[src/rtl/cv32e40p_nmr_voter_ctrl_pkg.sv]
// Shared fault-tolerance types and default breakage-counter constants for the NMR voter.
package cv32e40p_pkg2_ft;

  typedef enum logic [1:0] {
    NMR     = 2'd0,
    DUPLEX  = 2'd1,
    SIMPLEX = 2'd2,
    FAILED  = 2'd3
  } voter_mode_e;

  localparam int DEFAULT_INCREMENT          = 32'sd3;
  localparam int DEFAULT_DECREMENT          = 32'sd1;
  localparam int DEFAULT_BREAKING_THRESHOLD = 32'sd12;
  localparam int DEFAULT_COUNT_BIT          = 32'sd5;

endpackage

[src/rtl/cv32e40p_breakage_counter.sv]
// Per-replica saturating blame counter with a sticky broken flag.
module cv32e40p_breakage_counter #(
  parameter int INCREMENT          = 3,
  parameter int DECREMENT          = 1,
  parameter int BREAKING_THRESHOLD = 12,
  parameter int COUNT_BIT          = 5
) (
  input  logic clk,
  input  logic rst,
  input  logic valid_i,
  input  logic blame_i,
  input  logic set_i,
  input  logic clr_i,
  output logic broken_o
);

  localparam int unsigned MAX_CNT = (32'd1 << COUNT_BIT) - 32'd1;

  logic [COUNT_BIT-1:0] count_r;
  logic                 broken_r;
  int unsigned          cnt_cur_s;
  int unsigned          cnt_next_s;
  logic                 thresh_hit_s;

  // Next counter value: saturating add on blame, saturating subtract on a clean valid cycle.
  always_comb begin
    cnt_cur_s  = 32'(count_r);
    cnt_next_s = cnt_cur_s;
    if (valid_i && blame_i) begin
      cnt_next_s = (cnt_cur_s + 32'(INCREMENT) > MAX_CNT) ? MAX_CNT : cnt_cur_s + 32'(INCREMENT);
    end else if (valid_i) begin
      cnt_next_s = (cnt_cur_s < 32'(DECREMENT)) ? 32'd0 : cnt_cur_s - 32'(DECREMENT);
    end else begin
      cnt_next_s = cnt_cur_s;
    end
    thresh_hit_s = (cnt_next_s >= 32'(BREAKING_THRESHOLD));
  end

  // Counter and sticky flag; clear wins over set and increment, a broken replica freezes.
  always_ff @(posedge clk) begin
    if (rst || clr_i) begin
      count_r  <= '0;
      broken_r <= 1'b0;
    end else if (broken_r) begin
      count_r  <= count_r;
      broken_r <= 1'b1;
    end else begin
      count_r  <= COUNT_BIT'(cnt_next_s);
      broken_r <= set_i || thresh_hit_s;
    end
  end

  assign broken_o = broken_r;

endmodule

[src/rtl/cv32e40p_nmr_voter_ctrl.sv]
// N-modular-redundancy voter with graceful degradation (NMR/DUPLEX/SIMPLEX/FAILED).
// Optional error-event counter enabled by macro CV32E40P_FT_ERR_COUNTER_EN.
module cv32e40p_nmr_voter_ctrl
  import cv32e40p_pkg2_ft::*;
#(
  parameter int N_REP              = 3,
  parameter int WIDTH              = 32,
  parameter int INCREMENT          = DEFAULT_INCREMENT,
  parameter int DECREMENT          = DEFAULT_DECREMENT,
  parameter int BREAKING_THRESHOLD = DEFAULT_BREAKING_THRESHOLD,
  parameter int COUNT_BIT          = DEFAULT_COUNT_BIT
) (
  input  logic                        clk,
  input  logic                        rst,
  input  logic                        valid_i,
  input  logic [N_REP-1:0][WIDTH-1:0] rep_data_i,
  input  logic [N_REP-1:0]            set_broken_i,
  input  logic [N_REP-1:0]            clr_broken_i,
  output logic [WIDTH-1:0]            voted_o,
  output logic                        valid_o,
  output logic                        err_detected_o,
  output logic                        err_corrected_o,
  output logic                        uncorrectable_o,
  output logic [N_REP-1:0]            is_broken_o,
  output logic [1:0]                  mode_o,
  output logic [15:0]                 err_count_o
);

  if (N_REP != 3 && N_REP != 5) begin : g_bad_nrep
    $error("cv32e40p_nmr_voter_ctrl: N_REP must be 3 or 5");
  end

  logic [N_REP-1:0] is_broken_s, healthy_s, blame_s, diff_s;
  logic [7:0]       h_cnt_s, match_cnt_s;
  voter_mode_e      mode_s;
  logic [WIDTH-1:0] ref_s, maj_val_s, vote_s, voted_r;
  logic             maj_found_s, det_s, cor_s, unc_s;
  logic             valid_r, det_r, cor_r, unc_r;

  for (genvar k = 0; k < N_REP; k++) begin : g_rep
    cv32e40p_breakage_counter #(
      .INCREMENT(INCREMENT), .DECREMENT(DECREMENT),
      .BREAKING_THRESHOLD(BREAKING_THRESHOLD), .COUNT_BIT(COUNT_BIT)
    ) u_cnt (
      .clk(clk), .rst(rst), .valid_i(valid_i), .blame_i(blame_s[k]),
      .set_i(set_broken_i[k]), .clr_i(clr_broken_i[k]), .broken_o(is_broken_s[k])
    );
  end

  assign healthy_s = ~is_broken_s;

  // Healthy-replica count selects the degradation mode.
  always_comb begin
    h_cnt_s = 8'd0;
    for (int k = 0; k < N_REP; k++) h_cnt_s = h_cnt_s + {7'd0, healthy_s[k]};
    if (h_cnt_s >= 8'd3)      mode_s = NMR;
    else if (h_cnt_s == 8'd2) mode_s = DUPLEX;
    else if (h_cnt_s == 8'd1) mode_s = SIMPLEX;
    else                      mode_s = FAILED;
  end

  // Reference (lowest healthy), strict majority among healthy replicas, and per-replica disagreement.
  always_comb begin
    ref_s       = '0;
    maj_found_s = 1'b0;
    maj_val_s   = '0;
    match_cnt_s = 8'd0;
    diff_s      = '0;
    for (int k = N_REP - 1; k >= 0; k--) ref_s = healthy_s[k] ? rep_data_i[k] : ref_s;
    for (int i = 0; i < N_REP; i++) begin
      match_cnt_s = 8'd0;
      for (int j = 0; j < N_REP; j++) begin
        match_cnt_s = match_cnt_s +
          ((healthy_s[i] && healthy_s[j] && rep_data_i[i] == rep_data_i[j]) ? 8'd1 : 8'd0);
      end
      if (!maj_found_s && ((match_cnt_s << 1) > h_cnt_s)) begin
        maj_found_s = 1'b1;
        maj_val_s   = rep_data_i[i];
      end else begin
        maj_found_s = maj_found_s;
        maj_val_s   = maj_val_s;
      end
    end
    for (int k = 0; k < N_REP; k++) begin
      diff_s[k] = healthy_s[k] && (rep_data_i[k] != (maj_found_s ? maj_val_s : ref_s));
    end
  end

  // Mode-dependent result and flags; only a majority vote in NMR may blame a replica.
  always_comb begin
    vote_s  = '0;
    det_s   = 1'b0;
    cor_s   = 1'b0;
    unc_s   = 1'b0;
    blame_s = '0;
    case (mode_s)
      NMR: begin
        vote_s  = maj_found_s ? maj_val_s : ref_s;
        det_s   = |diff_s;
        cor_s   = maj_found_s && (|diff_s);
        unc_s   = !maj_found_s;
        blame_s = maj_found_s ? diff_s : '0;
      end
      DUPLEX: begin
        vote_s = ref_s;
        det_s  = |diff_s;
        unc_s  = |diff_s;
      end
      SIMPLEX: vote_s = ref_s;
      FAILED: begin
        vote_s = '0;
        unc_s  = 1'b1;
      end
      default: begin
        vote_s = '0;
        unc_s  = 1'b1;
      end
    endcase
  end

  // Output stage: value holds across invalid cycles, flags drop to zero.
  always_ff @(posedge clk) begin
    if (rst) begin
      voted_r <= '0;
      valid_r <= 1'b0;
      det_r   <= 1'b0;
      cor_r   <= 1'b0;
      unc_r   <= 1'b0;
    end else if (valid_i) begin
      voted_r <= vote_s;
      valid_r <= 1'b1;
      det_r   <= det_s;
      cor_r   <= cor_s;
      unc_r   <= unc_s;
    end else begin
      voted_r <= voted_r;
      valid_r <= 1'b0;
      det_r   <= 1'b0;
      cor_r   <= 1'b0;
      unc_r   <= 1'b0;
    end
  end

`ifdef CV32E40P_FT_ERR_COUNTER_EN
  logic [15:0] err_count_r;

  // Saturating count of registered error detections.
  always_ff @(posedge clk) begin
    if (rst) begin
      err_count_r <= 16'h0000;
    end else if (det_r && err_count_r != 16'hFFFF) begin
      err_count_r <= err_count_r + 16'h0001;
    end else begin
      err_count_r <= err_count_r;
    end
  end

  assign err_count_o = err_count_r;
`else
  assign err_count_o = 16'h0000;
`endif

  assign voted_o         = voted_r;
  assign valid_o         = valid_r;
  assign err_detected_o  = det_r;
  assign err_corrected_o = cor_r;
  assign uncorrectable_o = unc_r;
  assign is_broken_o     = is_broken_s;
  assign mode_o          = mode_s;

endmodule

[config.mk]
export PLATFORM = sky130hd
export DESIGN_NAME = cv32e40p_nmr_voter_ctrl
export DESIGN_NICKNAME = d
export VERILOG_FILES = /design/src/rtl/cv32e40p_nmr_voter_ctrl_pkg.sv /design/src/rtl/cv32e40p_breakage_counter.sv /design/src/rtl/cv32e40p_nmr_voter_ctrl.sv
export SDC_FILE = /design/constraint.sdc
export NUM_CORES = 1
export LEC_CHECK = 0
export BUFFER_PORTS_ARGS = -buffer_cell sky130_fd_sc_hd__buf_2
export CORE_ASPECT_RATIO = 0.75
export CORE_MARGIN = 5
export CORE_UTILIZATION = 50
export DETAILED_ROUTE_END_ITERATION = 8
export GPL_TIMING_DRIVEN = 1
export PLACE_DENSITY = 0.72
export SLEW_MARGIN = 10
export SYNTH_ARGS = -nofsm -noshare
export SYNTH_HDL_FRONTEND = slang
export SYNTH_SLANG_ARGS = --single-unit
[constraint.sdc]
create_clock -name clk -period 17.77 [get_ports clk]
set_input_delay 3.554 -clock clk [delete_from_list [all_inputs] [get_ports clk]]
set_output_delay 3.554 -clock clk [all_outputs]
set_load 0.01 [all_outputs]
; ---- Word-level counts from Yosys, hierarchy flattened
; Cells that the tools add are included.
[totals]
reg_bits = 54
output_inout_bits = 57
elab_cells = 132
[op_classes]
add_sub_neg = 14
order_cmp = 13
eq_ne = 14
muxes = 42
bitwise_logic = 4
reduce_logical = 34
[op_table]
columns = cell, n
row1 = two-way mux 32 bit, 19
row2 = equality test 32 bit, 6
row3 = greater-or-equal comparator 32 x 4 -> 1 bit (second input constant), 3
row4 = > comparator 32 x 5 -> 1 bit (second input constant), 3
row5 = != test 32 bit, 3
row6 = case mux 32 bit (3 select lines), 1
row7 = adder 5 x 2 -> 6 bit (second input constant), 3
row8 = logical AND 1 bit, 18
row9 = subtractor 5 x 1 -> 6 bit (second input constant), 3
row10 = two-way mux 1 bit, 17
row11 = < comparator 5 x 1 -> 1 bit (second input constant), 3
row12 = adder 2 x 1 -> 3 bit, 4
row13 = > comparator 4 x 3 -> 1 bit, 3
row14 = OR reduction 3 bit, 3
row15 = adder 1 x 1 -> 2 bit, 4
row16 = logical OR 1 bit, 6
row17 = two-way mux 3 bit, 2
row18 = OR reduction 2 bit, 3
row19 = equality test 2 bit (second input constant), 2
row20 = two-way mux 2 bit, 2
row21 = equality test 3 x 1 -> 1 bit (second input constant), 1
row22 = equality test 3 x 2 -> 1 bit (second input constant), 1
row23 = greater-or-equal comparator 3 x 2 -> 1 bit (second input constant), 1
row24 = zero test 1 bit, 3
row25 = 5 further kinds, 7

; ---- Logic depth before layout (Yosys ltp)
; Gate-level depths: netlist (run 1).
[depth]
depth_word = 24
depth_mapped = 29

; ---- Hierarchy
; Synthesis (run 1) repeated with hierarchy kept, for this count alone.
[unflattened]
cells_unflattened = 1420
area_unflattened_um2 = 9818.2
[by_module_without_submodules]
columns = module, n_inst, cells_per_inst, area_per_inst_um2
row1 = cv32e40p_nmr_voter_ctrl, 1, 1216, 8136.6
row2 = cv32e40p_breakage_counter, 3, 68, 560.5

; ---- Least setup slack after synthesis (run 1)
; OpenSTA, ideal clock, no wires.
[synth_timing]
kind = in2reg
start = input rep_data_i[91] (netlist bit)
end = register g_rep[2].u_cnt.count_r[3]
setup_time_ns = 0.115
t_arrival_ns = 9.396
path_slack_ns = 8.259
stages = 20
path_cell_list = clkbuf_1 a22oi_1 o211ai_1 or4_1 or4_1 fa_1 inv_1 ha_1 and2b_1 o21ai_4 nor4_1 o31a_1 or4_1 or4_1 or4_1 nor4_2 a31oi_2 nand2_1 mux2_2 a2111oi_0
[synth_between]
elab_chain_len = 19
[synth_lines]
columns = element, line
row1 = start: declaration, cv32e40p_nmr_voter_ctrl.sv:16  ; input logic [N_REP-1:0][WIDTH-1:0] rep_data_i,
row2 = equality test 32 bit, cv32e40p_nmr_voter_ctrl.sv:74  ; ((healthy_s[i] && healthy_s[j] && rep_data_i[i] == rep_data_i[j]) ? 8'd1 : 8'd0);
row3 = logical AND 1 bit, cv32e40p_nmr_voter_ctrl.sv:74
row4 = two-way mux 1 bit, cv32e40p_nmr_voter_ctrl.sv:74
row5 = adder 2 x 1 -> 3 bit, cv32e40p_nmr_voter_ctrl.sv:73  ; match_cnt_s = match_cnt_s +
row6 = > comparator 4 x 3 -> 1 bit, cv32e40p_nmr_voter_ctrl.sv:76  ; if (!maj_found_s && ((match_cnt_s << 1) > h_cnt_s)) begin
row7 = two-way mux 1 bit, cv32e40p_nmr_voter_ctrl.sv:76
row8 = zero test 1 bit, cv32e40p_nmr_voter_ctrl.sv:76
row9 = logical AND 1 bit, cv32e40p_nmr_voter_ctrl.sv:76
row10 = (+3 left out), -
row11 = two-way mux 32 bit / two-way mux 1 bit (equally long branches), cv32e40p_nmr_voter_ctrl.sv:76
row12 = two-way mux 32 bit, cv32e40p_nmr_voter_ctrl.sv:85  ; diff_s[k] = healthy_s[k] && (rep_data_i[k] != (maj_found_s ? maj_val_s : ref_s));
row13 = != test 32 bit, cv32e40p_nmr_voter_ctrl.sv:85
row14 = logical AND 1 bit, cv32e40p_nmr_voter_ctrl.sv:85
row15 = two-way mux 3 bit (*), cv32e40p_nmr_voter_ctrl.sv:102  ; blame_s = maj_found_s ? diff_s : '0;
row16 = two-way mux 3 bit (*), cv32e40p_nmr_voter_ctrl.sv:96  ; case (mode_s)
row17 = logical AND 1 bit (*), cv32e40p_breakage_counter.sv:29  ; if (valid_i && blame_i) begin
row18 = two-way mux 32 bit (*), cv32e40p_breakage_counter.sv:29
row19 = end signal: assignment, cv32e40p_breakage_counter.sv:45  ; count_r <= count_r;
row20 = end signal: assignment, cv32e40p_breakage_counter.sv:48  ; count_r <= COUNT_BIT'(cnt_next_s);
row21 = end: declaration, cv32e40p_breakage_counter.sv:19  ; logic [COUNT_BIT-1:0] count_r;
; Every way passes the cells marked *; elsewhere a longest branch is shown, timed or not.
; A chain may end at the register's enable or synchronous reset.

; ---- Worst setup path in the final report (run 1)
[layout_timing]
start = input rep_data_i[59] (netlist bit)
end = register g_rep[2].u_cnt.count_r[3]
[layout_between]
elab_chain_len = 20
[layout_lines]
columns = element, line
row1 = equality test 32 bit, cv32e40p_nmr_voter_ctrl.sv:74
row2 = logical AND 1 bit, cv32e40p_nmr_voter_ctrl.sv:74
row3 = two-way mux 1 bit, cv32e40p_nmr_voter_ctrl.sv:74
row4 = adder 1 x 1 -> 2 bit, cv32e40p_nmr_voter_ctrl.sv:73
row5 = adder 2 x 1 -> 3 bit, cv32e40p_nmr_voter_ctrl.sv:73
row6 = > comparator 4 x 3 -> 1 bit, cv32e40p_nmr_voter_ctrl.sv:76
row7 = two-way mux 1 bit, cv32e40p_nmr_voter_ctrl.sv:76
row8 = zero test 1 bit, cv32e40p_nmr_voter_ctrl.sv:76
row9 = (+4 left out), -
row10 = two-way mux 32 bit / two-way mux 1 bit (equally long branches), cv32e40p_nmr_voter_ctrl.sv:76
row11 = two-way mux 32 bit, cv32e40p_nmr_voter_ctrl.sv:85
row12 = != test 32 bit, cv32e40p_nmr_voter_ctrl.sv:85
row13 = logical AND 1 bit, cv32e40p_nmr_voter_ctrl.sv:85
row14 = two-way mux 3 bit (*), cv32e40p_nmr_voter_ctrl.sv:102
row15 = two-way mux 3 bit (*), cv32e40p_nmr_voter_ctrl.sv:96
row16 = logical AND 1 bit (*), cv32e40p_breakage_counter.sv:29
row17 = two-way mux 32 bit (*), cv32e40p_breakage_counter.sv:29
; Marks and branches as above.

==> impl_metrics.json, run 1 <==
{
  "hold_viol": 0,
  "grt_pass1_wl_um": 72200,
  "async_flop_share_pct": 0,
  "cp_slowest_stage_delay_ps": 710,
  "fin_hold_ws_ps": 482.2,
  "r2r_slack_ps": 9990,
  "min_period_ps": 10750,
  "critPathCaptureType": "flip-flop",
  "drt-vias-per-instance": 7.387,
  "drt_iter0_drc": 2708,
  "tns_ps": 0,
  "period_share_pct": 60.49,
  "die_x_um": 168.1,
  "cts_made_buffers": 5,
  "vdd_drop_max_uv": 42.47,
  "stdcell_area_um2": 9998,
  "ys_seq_area_share_pct": 11.53,
  "internal_power_mw": 0.3095,
  "post-cts-setup-buffers": 0,
  "cp-start-kind": "input port",
  "row_count": 43,
  "pwr-share-seq_pct": 21.6,
  "mostFrequentLayoutCells": "nor2_1, buf_2, nand2_1",
  "clock-sinks": 54,
  "post-synth-top-area-cell": "dfxtp_1",
  "wl_um": 50920,
  "gr-total-overflow": 0,
  "port_buffers": 145,
  "cts_hold_buf": 0,
  "crit_fanout": 50,
  "die_y_um": 128.6,
  "path_buf_inv": 4,
  "core_um2": 18450,
  "switching_share_pct": 52.13,
  "mappedNetlistArea_um2": 9376,
  "cpLargestDelayFamily": "simple AND/OR/NAND/NOR gates",
  "path_cells": "buf_2, inv_1, a22oi_1, o211ai_1, or4_1, or4_1, inv_1, fa_1, ha_1, nand2b_1, a21o_1, buf_4, nor4_2, a2111oi_1, or4_1, or4_1, or4_1, nor4_2, a31oi_2, nand2_1, mux2_2, a2111oi_0",
  "cts_tree": "yes",
  "grt_pass1_vias": 10640,
  "hp-class": "reg -> reg",
  "cts.path.max_buffers": 2,
  "crit_arrival_ps": 10940,
  "syn_avg_cell_area_um2": 6.580,
  "synth-main-ff-cell": "dfxtp_1",
  "synth_edf_count": 0,
  "post-route-drc-count": 0,
  "layout_setup_ws_ps": 7020,
  "ys_seq_elements": 54,
  "cap_violations": 0,
  "grtUsageTotal_pct": 44.33,
  "initial_core_util_pct": 50.81,
  "pin_count": 162,
  "synthTopCellsByArea": "dfxtp_1, xor2_1, nor2_1, clkbuf_1, nand2_1",
  "insertion_delay_ps": 300,
  "power_frac_clock_pct": 16.1,
  "firstDrtPassIters": 6,
  "place_congestion": 1.175,
  "syn2layout_area_growth_pct": 6.632,
  "final_common_cell": "nor2_1",
  "clkTransAtPathRegs_ps": 80,
  "synth_cells": 1425,
  "tightest_slew_ps": 1293,
  "path_common_cell": "or4_1",
  "leakage_nw": 4.045,
  "drive_gt1_share_pct": 15.44,
  "synth_top_area_share_pct": 11.53,
  "crit_required_ps": 17960,
  "powerDensity_nw_per_um2": 64.66,
  "final_core_util_pct": 54.18,
  "root_buffer": "clkbuf_16",
  "place_ws_ps": 6947,
  "status": "completed",
  "maxSlewViolCount": 0,
  "antenna_found_initial": 2,
  "yosys.cell_types.count": 91,
  "critPathSlowestCell": "nor4_2",
  "cts_resized": 0,
  "crit_type": "in -> reg",
  "clock.fmax_ghz": 0.09302,
  "die_area_um2": 21620,
  "htree_levels": 2,
  "finalClockSkew_ps": 4.441,
  "yosysWarnings": 0,
  "p_sw_mw": 0.3370,
  "wl_per_cell_um": 30.44,
  "placed_area_um2": 9846,
  "hpwl_um": 38370,
  "combPwrFrac_pct": 62.3,
  "via_count": 12360,
  "rsz0062_at_grt": "no",
  "slew-limit-headroom_pct": 13.63,
  "ant_nets": 0,
  "setup_viol": 0,
  "nets": 1547,
  "grt_max_degree": 75
}
-- worst reg2reg max path, cell delays in order, from the launching register on --
cell       delay, ps
dfxtp_1          300
buf_4            210
nor2_1           290
o211ai_1         130
or4_1            560
or4_1            640
inv_1            110
fa_1             420
ha_1             290
nand2b_1         100
a21o_1           200
buf_4            340
nor4_2           730
a2111oi_1        100
or4_1            440
or4_1            660
or4_1            570
nor4_2           340
a31oi_2          270
nand2_1          220
mux2_2           370
a2111oi_0        360
-- metrics by stage --
stage	power (mW)	instances
final	0.6465	1673
after global routing	0.6634	1672
after CTS	0.6197	1672
after detailed placement	0.5171	1664
after global placement	0.5183	1664
after floorplan	0.3790	1440
-- kinds of logic (layout without fill, tap and decap cells) --
kind of cell,Yosys count,count (layout),synth area share [%]
buffers and inverters,256,241,11.52
and+or+nand+nor,586,586,32.84
muxes,16,16,1.775
other,1,17,0.03999
xor gates and xnor gates,104,104,9.715
AOI/OAI and AO/OA,390,390,29.86
DFF,54,54,11.53
adders and majority gates,18,18,2.722
-- final timing paths --
check | from | end | cells past startpoint
hold / removal | voted_o[1] | voted_o[1] | 2
setup / recovery | rep_data_i[59] | g_rep[2].u_cnt.count_r[3] | 22
setup reg to reg | g_rep[2].u_cnt.broken_o | g_rep[2].u_cnt.count_r[3] | 21
hold reg to reg | voted_o[1] | voted_o[1] | 2
-- layout make-up --
cell class | count | area (µm²)
clock inverter | 3 | 25.02
antenna | 1 | 2.502
fill | 1887 | 8456
multi-input combinational | 1130 | 7307
inverter | 64 | 240.2
timing repair buffer | 169 | 905.9
clock buffer | 5 | 125.1
sequential | 54 | 1084
tap | 247 | 309.0
-- layer usage --
metal / part of all wire [%] / global-route usage (%)
met5: 0.026 / 0
met4: 5.3 / 15.70
met3: 18 / 17.72
met2: 37 / 60.13
met1: 39 / 62.97
-- sequential cells by signal, summed over array words and instances, names as in the netlist --
name and cells:
err_corrected_o 1, uncorrectable_o 1, g_rep.u_cnt.broken_o 3, g_rep.u_cnt.count_r 15, valid_o 1, err_detected_o 1, voted_o 32
-- cell usage after synthesis (22+ instances only) --
cell type,number
clkbuf_1,126
a31oi_1,42
nand2b_1,42
xnor2_1,26
nor3_1,55
nor4_1,54
nand2_1,94
xor2_1,78
a211oi_1,23
o22ai_1,33
nand3b_1,33
o21ai_0,55
nand3_1,38
nand4_1,31
a221oi_1,22
dfxtp_1,54
inv_1,61
buf_4,22
nor2_1,149
a21oi_1,58
-- power by group through the flow --
stage	Clock [mW]	Combinational, mW	Sequential, mW
2_1_floorplan	0	0.235	0.144
3_3_place_gp	0	0.377	0.142
4_1_cts	0.104	0.377	0.139
5_1_grt	0.111	0.412	0.141
3_5_place_dp	0	0.375	0.142
6_report	0.104	0.403	0.139
(Power assumes the default switching activity.)
==> run 2, diff against run 1 <==
Settings changed: ABC_AREA set to 1, PLACE_DENSITY 0.72 to 0.76.
Clock period 17.77 ns to 8.8 ns, I/O delays scaled along.
==> impl_metrics.json, run 2 <==
{
  "endpoint": "g_rep[1].u_cnt.broken_o",
  "clock-sinks": 54,
  "root_buffer": "clkbuf_16",
  "syn2layout_area_growth_pct": 9.054,
  "vdd_drop_max_uv": 76.95,
  "crit_required_ps": 9050,
  "powerDensity_nw_per_um2": 127.1,
  "crit-reg2reg-capture": "g_rep[1].u_cnt.broken_o",
  "drive_gt1_share_pct": 14.27,
  "switching_share_pct": 49.06,
  "synth-main-ff-cell": "dfxtp_1",
  "cts.path.max_buffers": 2,
  "yosys.cell_types.count": 45,
  "mappedNetlistArea_um2": 8554,
  "crit_type": "in -> reg",
  "rsz0062_at_grt": "no",
  "cp_slowest_stage_delay_ps": 610,
  "status": "completed",
  "htree_levels": 2,
  "ys_top_cells_by_count": "nand2_1, inv_1, nand3_1, o21ai_0, nor2_1",
  "largest_register_ff_count": 32,
  "hold_viol": 0,
  "internal_power_mw": 0.6040,
  "combPwrFrac_pct": 55.3,
  "hpwl_um": 26260,
  "wl_um": 36390,
  "synth.most_common_cell": "nand2_1",
  "post-synth-top-area-cell": "nand2_1",
  "critPathCaptureType": "flip-flop",
  "core_um2": 16830,
  "die_x_um": 161.0,
  "cp-start-kind": "input port",
  "clock.fmax_ghz": 0.1400,
  "maxSlewViolCount": 0,
  "finalClockSkew_ps": 8.671,
  "post-route-drc-count": 0,
  "final_core_util_pct": 55.44,
  "synth_cells": 1540,
  "mostFrequentLayoutCells": "nand2_1, inv_1, nand3_1",
  "r2r_slack_ps": 2670,
  "grt_pass1_vias": 10080,
  "cts_tree": "yes",
  "clkTransAtPathRegs_ps": 80,
  "synthTopCellsByArea": "nand2_1, dfxtp_1, nand3_1, inv_1, o21ai_0",
  "grt_max_degree": 81,
  "crit_arrival_ps": 7400,
  "ys_seq_area_share_pct": 12.64,
  "ys_seq_elements": 54,
  "leakage_nw": 4.919,
  "crit_fanout": 43,
  "post-cts-setup-buffers": 0,
  "fillerInstances": 1822,
  "pwr-share-seq_pct": 23.7,
  "tns_ps": 0,
  "final_common_cell": "nand2_1",
  "cap_violations": 0,
  "drt-vias-per-instance": 6.117,
  "p_sw_mw": 0.5817,
  "reg2regPathDepth": 30,
  "synth_top_area_share_pct": 22.03,
  "antenna_found_initial": 1,
  "wl_per_cell_um": 19.68,
  "die_y_um": 123.3,
  "setup_viol": 0,
  "initial_core_util_pct": 50.84,
  "path_common_cell": "nand2_1",
  "hp-class": "reg -> reg",
  "drt_iter0_drc": 1746,
  "firstDrtPassIters": 8,
  "slew-limit-headroom_pct": 19.33,
  "port_buffers": 145,
  "cts_hold_buf": 0,
  "nets": 1755,
  "worstHoldStart": "voted_o[10]",
  "async_flop_share_pct": 0,
  "ant_nets": 0,
  "tightest_slew_ps": 1209,
  "period_share_pct": 81.19,
  "cts_resized": 0,
  "synth_edf_count": 0,
  "insertion_delay_ps": 320,
  "min_period_ps": 7145,
  "grt_pass1_wl_um": 55570,
  "pin_count": 162,
  "cts_made_buffers": 5,
  "grtUsageTotal_pct": 35.19,
  "regToRegStartpoint": "g_rep[2].u_cnt.broken_o",
  "via_count": 11310,
  "row_count": 41,
  "power_frac_clock_pct": 21.1,
  "critPathSlowestCell": "nor2_8",
  "die_area_um2": 19850,
  "syn_avg_cell_area_um2": 5.555,
  "place_congestion": 1.055,
  "setup.worst_path.start": "rep_data_i[8]",
  "gr-total-overflow": 0,
  "yosysWarnings": 0
}
==> run 2: cell types whose count changed after synthesis, sizes merged, moves of 35 or more <==
cell	before	now
nand3	38	177
clkbuf	128	29
xor2	78	22
nor2	149	80
inv	62	202
o21ai	57	94
nor3	55	12
nand4	31	66
nand2	94	539
nor4	56	13
nand2b	45	0
==> run 2: power groups by stage <==
stage | clock network, mW | logic (mW) | registers [mW]
floorplan | 0 | 0.439 | 0.291
global placement | 0 | 0.629 | 0.285
detailed placement | 0 | 0.629 | 0.286
CTS | 0.252 | 0.632 | 0.280
global route | 0.259 | 0.719 | 0.283
finish | 0.250 | 0.655 | 0.280
==> run 2: kinds of logic (layout without fill, tap and decap cells) <==
group	after synthesis	in the layout	synth area share [%]
AOI/OAI and AO/OA	254	254	17.57
xor gates and xnor gates	33	33	3.379
adders and majority gates	18	18	2.984
buffers and inverters	286	364	14.95
DFF	54	54	12.64
other	1	17	0.04384
and+or+nand+nor	894	894	48.44
==> run 2: worst min-delay path by stage <==
stage / end / slack [ps] / cells after the start
final: voted_o[10] / 540 / 2
after floorplan: voted_o[13] / 540 / 2
after CTS: voted_o[10] / 540 / 2
after detailed placement: voted_o[10] / 530 / 2
after global routing: voted_o[18] / 560 / 2
after global placement: voted_o[18] / 520 / 2
==> run 2: cell type report <==
cell class                      instances  area [µm²]  area share [%]
Multi-Input combinational cell       1215        6256           67.06
Sequential cell                        54        1082           11.60
Timing Repair Buffer                  153       785.8           8.423
Inverter                              203       767.0           8.222
Tap cell                              215       269.0           2.884
Clock buffer                            6       128.9           1.381
Clock inverter                          2       37.54          0.4024
Antenna cell                            1       2.502         0.02682
==> run 2: critical path, delay by kind of cell <==
kind                       cells  cell delay (ps)
buffers and inverters          5              490
AOI/OAI and AO/OA              4              700
and+or+nand+nor               20             3640
adders and majority gates      2              790
==> run 2: metal layers <==
metal	part of all wire [%]	track usage [%]
met5	0	0
met1	41	49.38
met2	40	51.53
met3	15	9.497
met4	3.2	13.48
==> run 2: through the flow <==
stage	cell area (µm²)	power (mW)	instances	setup slack (ps)	hold WS [ps]
2_1_floorplan	8611	0.7304	1555	3085	540.3
3_3_place_gp	9160	0.9137	1840	1480	521.3
3_5_place_dp	9160	0.9151	1840	1530	528.6
4_1_cts	9326	1.165	1848	1832	543.2
5_1_grt	9329	1.261	1849	1267	561.5
6_report	9329	1.186	1849	1655	542.5
